## config.mk

```make
export PLATFORM = sky130hd
export DESIGN_NAME = debouncer_bank
export DESIGN_NICKNAME = d
export VERILOG_FILES = /design/src/rtl/debouncer_bank_pkg.sv /design/src/rtl/debouncer_bank_channel.sv /design/src/rtl/debouncer_bank.sv
export SDC_FILE = /design/constraint.sdc
export NUM_CORES = 1
export LEC_CHECK = 0
export CORE_MARGIN = 3
export CORE_UTILIZATION = 51
export CTS_BUF_LIST = sky130_fd_sc_hd__clkbuf_4
export CTS_CLUSTER_SIZE = 20
export DETAILED_ROUTE_END_ITERATION = 8
export PLACE_DENSITY = 0.8
export SLEW_MARGIN = 20
export SYNTH_ARGS = -nofsm -noshare
export SYNTH_HDL_FRONTEND = slang
export SYNTH_HIERARCHICAL = 1
export SYNTH_SLANG_ARGS = --single-unit
```

## constraint.sdc

```tcl
create_clock -name clk -period 1.5 [get_ports clk]
set_input_delay 0.3 -clock clk [delete_from_list [all_inputs] [get_ports clk]]
set_output_delay 0.3 -clock clk [all_outputs]
set_load 0.1 [all_outputs]
```

## src/rtl/debouncer_bank_pkg.sv

```systemverilog
// rtl/debouncer_bank_pkg.sv - shared constants and types for the debouncer bank
package debouncer_bank_pkg;

  localparam int unsigned CHANNELS_DEFAULT      = 4;
  localparam int unsigned STABLE_CYCLES_DEFAULT = 16;

  typedef enum logic [1:0] {
    EDGE_NONE = 2'd0,
    EDGE_RISE = 2'd1,
    EDGE_FALL = 2'd2
  } edge_e;

endpackage

```

## src/rtl/debouncer_bank_channel.sv

```systemverilog
// rtl/debouncer_bank_channel.sv - one channel: 2-flop sync, stability counter, level and edge pulses
module debounce_channel
  import debouncer_bank_pkg::*;
#(
  parameter int unsigned STABLE_CYCLES = STABLE_CYCLES_DEFAULT,
  parameter bit          RESET_LEVEL   = 1'b0
) (
  input  logic clk_i,
  input  logic rst_i,
  input  logic tick_i,
  input  logic pb_i,
  output logic level_o,
  output logic rise_o,
  output logic fall_o
);

  localparam int unsigned CW = $clog2(STABLE_CYCLES + 1);
  localparam logic [CW-1:0] LAST_CNT = CW'(STABLE_CYCLES - 1);

  logic          sync1_q, sync2_q;
  logic          level_q, level_d;
  logic [CW-1:0] cnt_q, cnt_d;
  logic          rise_q, fall_q;
  edge_e         edge_d;

  // Acceptance happens on the increment that would reach STABLE_CYCLES,
  // so the counter itself never holds that value and cannot wrap.
  always_comb begin
    level_d = level_q;
    cnt_d   = cnt_q;
    edge_d  = EDGE_NONE;
    if (sync2_q == level_q) begin
      cnt_d = '0;
    end else if (tick_i) begin
      if (cnt_q == LAST_CNT) begin
        level_d = ~level_q;
        cnt_d   = '0;
        edge_d  = level_q ? EDGE_FALL : EDGE_RISE;
      end else begin
        cnt_d = cnt_q + CW'(1);
      end
    end
  end

  always_ff @(posedge clk_i or posedge rst_i) begin
    if (rst_i) begin
      sync1_q <= RESET_LEVEL;
      sync2_q <= RESET_LEVEL;
      level_q <= RESET_LEVEL;
      cnt_q   <= '0;
      rise_q  <= 1'b0;
      fall_q  <= 1'b0;
    end else begin
      sync1_q <= pb_i;
      sync2_q <= sync1_q;
      level_q <= level_d;
      cnt_q   <= cnt_d;
      rise_q  <= (edge_d == EDGE_RISE);
      fall_q  <= (edge_d == EDGE_FALL);
    end
  end

  assign level_o = level_q;
  assign rise_o  = rise_q;
  assign fall_o  = fall_q;

endmodule

```

## src/rtl/debouncer_bank.sv

```systemverilog
// rtl/debouncer_bank.sv - bank of independent debounced button/sensor channels
module debouncer_bank
  import debouncer_bank_pkg::*;
#(
  parameter int unsigned CHANNELS      = CHANNELS_DEFAULT,
  parameter int unsigned STABLE_CYCLES = STABLE_CYCLES_DEFAULT,
  parameter bit          RESET_LEVEL   = 1'b0
) (
  input  logic                clk,
  input  logic                rst,
  input  logic                tick,
  input  logic [CHANNELS-1:0] pb_in,
  output logic [CHANNELS-1:0] pb_level,
  output logic [CHANNELS-1:0] pb_rise,
  output logic [CHANNELS-1:0] pb_fall
);

  for (genvar g = 0; g < CHANNELS; g++) begin : g_ch
    debounce_channel #(
      .STABLE_CYCLES (STABLE_CYCLES),
      .RESET_LEVEL   (RESET_LEVEL)
    ) u_ch (
      .clk_i   (clk),
      .rst_i   (rst),
      .tick_i  (tick),
      .pb_i    (pb_in[g]),
      .level_o (pb_level[g]),
      .rise_o  (pb_rise[g]),
      .fall_o  (pb_fall[g])
    );
  end

endmodule

```

# --- Yosys cells after proc, flatten, opt, wreduce, memory -nomap -nowiden ---
# Cells that the tools add are included.
word_totals:
  register_bits: 40
  in_bits: 7
classes:
  n_eq_ne: 16
  n_reduce_logical: 8
  muxes: 28
  n_addsub: 4
  bitwise_logic: 8
op_table:
  columns: ["cell", "n"]
  rows:
  - ["2-to-1 mux 5 bit", 12]
  - ["2-to-1 mux 2 bit", 16]
  - ["adder 5 x 1 -> 5 bit, second input constant", 4]
  - ["equality test 5 x 4 -> 1 bit, second input constant", 4]
  - ["AND reduction 3 bit", 4]
  - ["equality test 2 x 1 -> 1 bit, second input constant", 4]
  - ["equality test 2 bit, second input constant", 4]
  - ["NOT 1 bit", 8]
  - ["nonzero test 2 bit", 4]
  - ["equality test 1 bit", 4]

# --- Longest topological paths before layout ---
depth:
  ltp_word: 5
  ltp_mapped: 4
  ltp_nobuf: 4

# --- Hierarchy ---
# The synthesis kept the hierarchy.
modules_own_cells:
  columns: ["mod", "n_inst", "cells_each", "area_each_um2"]
  rows:
  - ["debounce_channel", 4, 35, 434.2]

# --- Worst setup path before layout ---
# OpenSTA, ideal clock, no wires.
synth_timing:
  kind: "register to register"
  startpoint: "register g_ch[0].u_ch.level_q"
  endpoint: "register g_ch[0].u_ch.cnt_q[3]"
  stages_incl_launch_ff: 3
  setup_time_ns: 0.100
  slack_ns: -0.057
  period_less_slack_ns: 1.557
  arrival_time_ns: 1.457
  path_buffers: 0
  t_required_ns: 1.400
  path_cell_list: "dfrtp_1 -> xnor2_1 -> a311oi_1"
synth_via:
  elab_chain_len: 2
  word_cells_on_any_way: 3
  cone_classes: "eq/ne: 1; mux: 1; reduce/logical: 1"
synth_lines:
  columns: ["item", "line_no", "rtl"]
  rows:
  - ["from (decl)", "debouncer_bank_channel.sv:21", "logic level_q, level_d;"]
  - ["from (signal assigned)", "debouncer_bank_channel.sv:56", "level_q <= level_d;"]
  - ["equality test 1 bit *", "debouncer_bank_channel.sv:32", "if (sync2_q == level_q) begin"]
  - ["2-to-1 mux 5 bit or nonzero test 2 bit (tied branches)", null, null]
  - ["to (signal assigned)", "debouncer_bank_channel.sv:57", "cnt_q <= cnt_d;"]
  - ["to (decl)", "debouncer_bank_channel.sv:22", "logic [CW-1:0] cnt_q, cnt_d;"]
# Mark *: on every way between the ends. The rest lies on a longest branch, timed or not.
# A chain may end at the register's enable or synchronous reset.

# --- Worst setup path in the final report ---
layout_timing:
  startpoint: "register g_ch[0].u_ch.cnt_q[0]"
  endpoint: "register g_ch[0].u_ch.level_q"
layout_via:
  elab_chain_len: 2
layout_lines:
  columns: ["item", "line_no", "rtl"]
  rows:
  - ["equality test 5 x 4 -> 1 bit", "debouncer_bank_channel.sv:35", "if (cnt_q == LAST_CNT) begin"]
  - ["AND reduction 3 bit (no source line)", null, null]
# No other way between the ends.

==> run metrics <==
outcome finished clean; Nets around 180; Power, Total 1920 uW; GRT Total Usage 17.8%; crit path launch type flop; Internal Power roughly 1500 uW; Slowest cell on crit path dfrtp_1; final wirelength about 3200 um; Tightest Pin Transition 0.458 ns; Worst IR Drop VDD 0.604 mV; most frequent cells after synthesis dfrtp_1 (40), nand2_1 (12), nor2_1 (12), nand3_1 (8); Post-synth EDFFs 0; GP Congestion around 0.78; clk_lat worst skew ~0.33 ns; CTS root buffer clkbuf_4; register area share after synthesis ~58%; Worst EP required 1.72 ns; Yosys warning total 6; Chip Height 64.4 um; Rel. slew slack 69.2%; Max Freq 702 MHz; initial DRC count 78; TritonCTS Buffers 5; Buffers on Ports 18; Hold Fails Final Rpt 0; DP HPWL 2270 um; vias in the first global route roughly 1.2k; Rows 20; unrepaired setup endpoints after global routing false; DRC viols 0; Synth Register Bits 40; worst hold slack between 0.3 and 0.4 ns; Logic pwr share ~6.6%; Post-Route Setup TNS 0 ns; Crit Path Class flop to flop; max-slew violation count 0; top-area cell type share of the netlist area a little under 60%; layout cells sized above 1 between 20% and 30%; post-synth top area cell dfrtp_1; synthesized area per cell 12.4 sq um; Post-CTS Setup Bufs 0; Final Util between 70% and 80%; final clock skew approximately 0.004 ns; initial antenna violation count 0; Synth area leaders dfrtp_1 (58%), nand4_4 (4.9%), nor4b_2 (3.5%); asr flop ratio synth between 90% and 100%; cell chain of the critical path ha_1, nand4_4, nor2_2, mux2_1; DR vias/cell about 5.5; core area between 3000 and 4000 sq um; most common cell in the synthesized netlist dfrtp_1; Setup WS pre-CTS -0.173 ns; H-tree levels 2; reg2reg setup slack around 0.076 ns; largest net degree at the start of global routing 13; max_cap viols 0; Cells after Synth 140; Initial Util a little under three fifths; Die W around 64 um; Final min period between 1 and 1.5 ns; antenna viol nets, final 0; worst setup margin 0.0764 ns; clk sinks 40; max incr delay on CP roughly 0.45 ns; synthesized area 1740 sq um; grt ovf 0; Area Overhead vs Synth 29.4%; Avg WL per Cell between 10 and 15 um; Fill cells 225; CTS tree done; Sw Share between 20% and 30%; via count 1203; sw power between 400 and 500 uW; Setup Viol. Count Final 0; Max FO, Critical Path 5; Worst EP arrival approximately 1.6 ns; syn nets ~150; Pleak around 0.0010 uW; antenna cells 0; register share of total power 59.1%; Max clock buf depth 2; critical path endpoint category flop; # IOs 19; worst hold path type input port to asynchronous set/reset pin; ys flop type dfrtp_1; Power Density about 860 nW/um^2; Die Area 4140 sq um; DRT Pass-1 Iters 4; first-pass GRT wire length approximately 5700 um; distinct cell type count after synthesis 21; Worst-path clk slew 0.11 ns; clock power share around a third; Final Cycle Share between 90% and 100%
==> cell type report <==
type	instances	area, sq um	area share (%)
Tap cell	44	55.1	2.45
Multi-Input combinational cell	96	723	32.2
Clock inverter	3	37.5	1.67
Timing Repair Buffer	26	373	16.6
Inverter	4	15.0	0.668
Clock buffer	5	37.5	1.67
Sequential cell	40	1010	44.8
==> power by group through the flow <==
stage	logic [uW]	clock network (uW)	registers, uW
finish	128	660	1140
floorplan	69.0	0	1150
detailed placement	128	0	1160
global route	144	732	1140
global placement	119	0	1150
CTS	130	686	1140
==> through the flow <==
step	instances	instance area (sq um)
floorplan	140	1740
detailed placement	210	2170
global route	218	2250
CTS	218	2240
finish	218	2250
global placement	210	2170
==> worst max-delay path: cells and delay by family (launching register included) <==
kind | cells | cell delay [ns]
AND/OR/NAND/NOR | 2 | 0.22
multiplexers | 1 | 0.33
adder cells (fa/ha/maj) | 1 | 0.31
flip-flops | 1 | 0.45
==> sequential cells by signal, indices dropped and copies added (netlist names) <==
| signal | count |
|---|---|
| g_ch.u_ch/cnt_q | 20 |
| g_ch.u_ch/sync1_q | 4 |
| g_ch.u_ch/level_o | 4 |
| g_ch.u_ch/fall_o | 4 |
| g_ch.u_ch/sync2_q | 4 |
| g_ch.u_ch/rise_o | 4 |
==> placed cells by master, fill, tap and decap left out <==
cell	n
bufinv_16	1
mux2i_1	4
xnor2_1	4
nand4_4	4
ha_1	3
clkbuf_4	5
dfrtp_1	36
buf_12	13
a21oi_1	4
buf_4	7
dfrtp_2	4
clkdlybuf4s50_1	6
a41oi_1	4
clkinv_1	2
nand3_1	8
nand2_1	12
nor2_2	4
o21ai_1	4
nand2b_1	4
a311oi_1	4
nor2b_1	4
nor4b_2	4
o21ai_0	4
ha_2	1
inv_1	4
xor2_1	4
nor4b_1	4
nor2_1	12
mux2_1	4
==> layer usage <==
layer | routed length [um] | part of all wire [%] | GRT usage (%)
met1 | 1310 | 41 | 21.4
met5 | 0 | 0 | 0
met3 | 146 | 4.5 | 4.92
met2 | 1740 | 54 | 30.7
met4 | 15 | 0.47 | 6.33
==> what timing repair did <==
item / CTS / global route
hold buffers: 0 / 0
gates resized for setup: 0 / 1
setup endpoints to repair: 0 / 1
==> cells by family (layout without fill, tap and decap cells) <==
family	after synthesis	count (layout)	synth area share, %
AOI/OAI and AO/OA	20	20	7.49
muxes	8	8	4.90
DFF	40	40	57.6
xor gates and xnor gates	8	8	4.03
adders and majority gates	4	4	2.88
and+or+nand+nor	56	56	22.2
buffers and inverters	4	38	0.864
==> path summary, 6_finish.rpt <==
kind | from | to | cells after the start
worst max register to register | g_ch[0].u_ch/cnt_q[0] | g_ch[0].u_ch/level_o | 4
worst max-delay path | g_ch[0].u_ch/cnt_q[0] | g_ch[0].u_ch/level_o | 4
worst min-delay path | rst | g_ch[1].u_ch/cnt_q[3] | 2
min in group clk | g_ch[2].u_ch/sync1_q | g_ch[2].u_ch/sync2_q | 0
worst min register to register | g_ch[2].u_ch/sync1_q | g_ch[2].u_ch/sync2_q | 0
max in group asynchronous | rst | g_ch[3].u_ch/level_o | 2
Power figures use the tool's default switching activity.
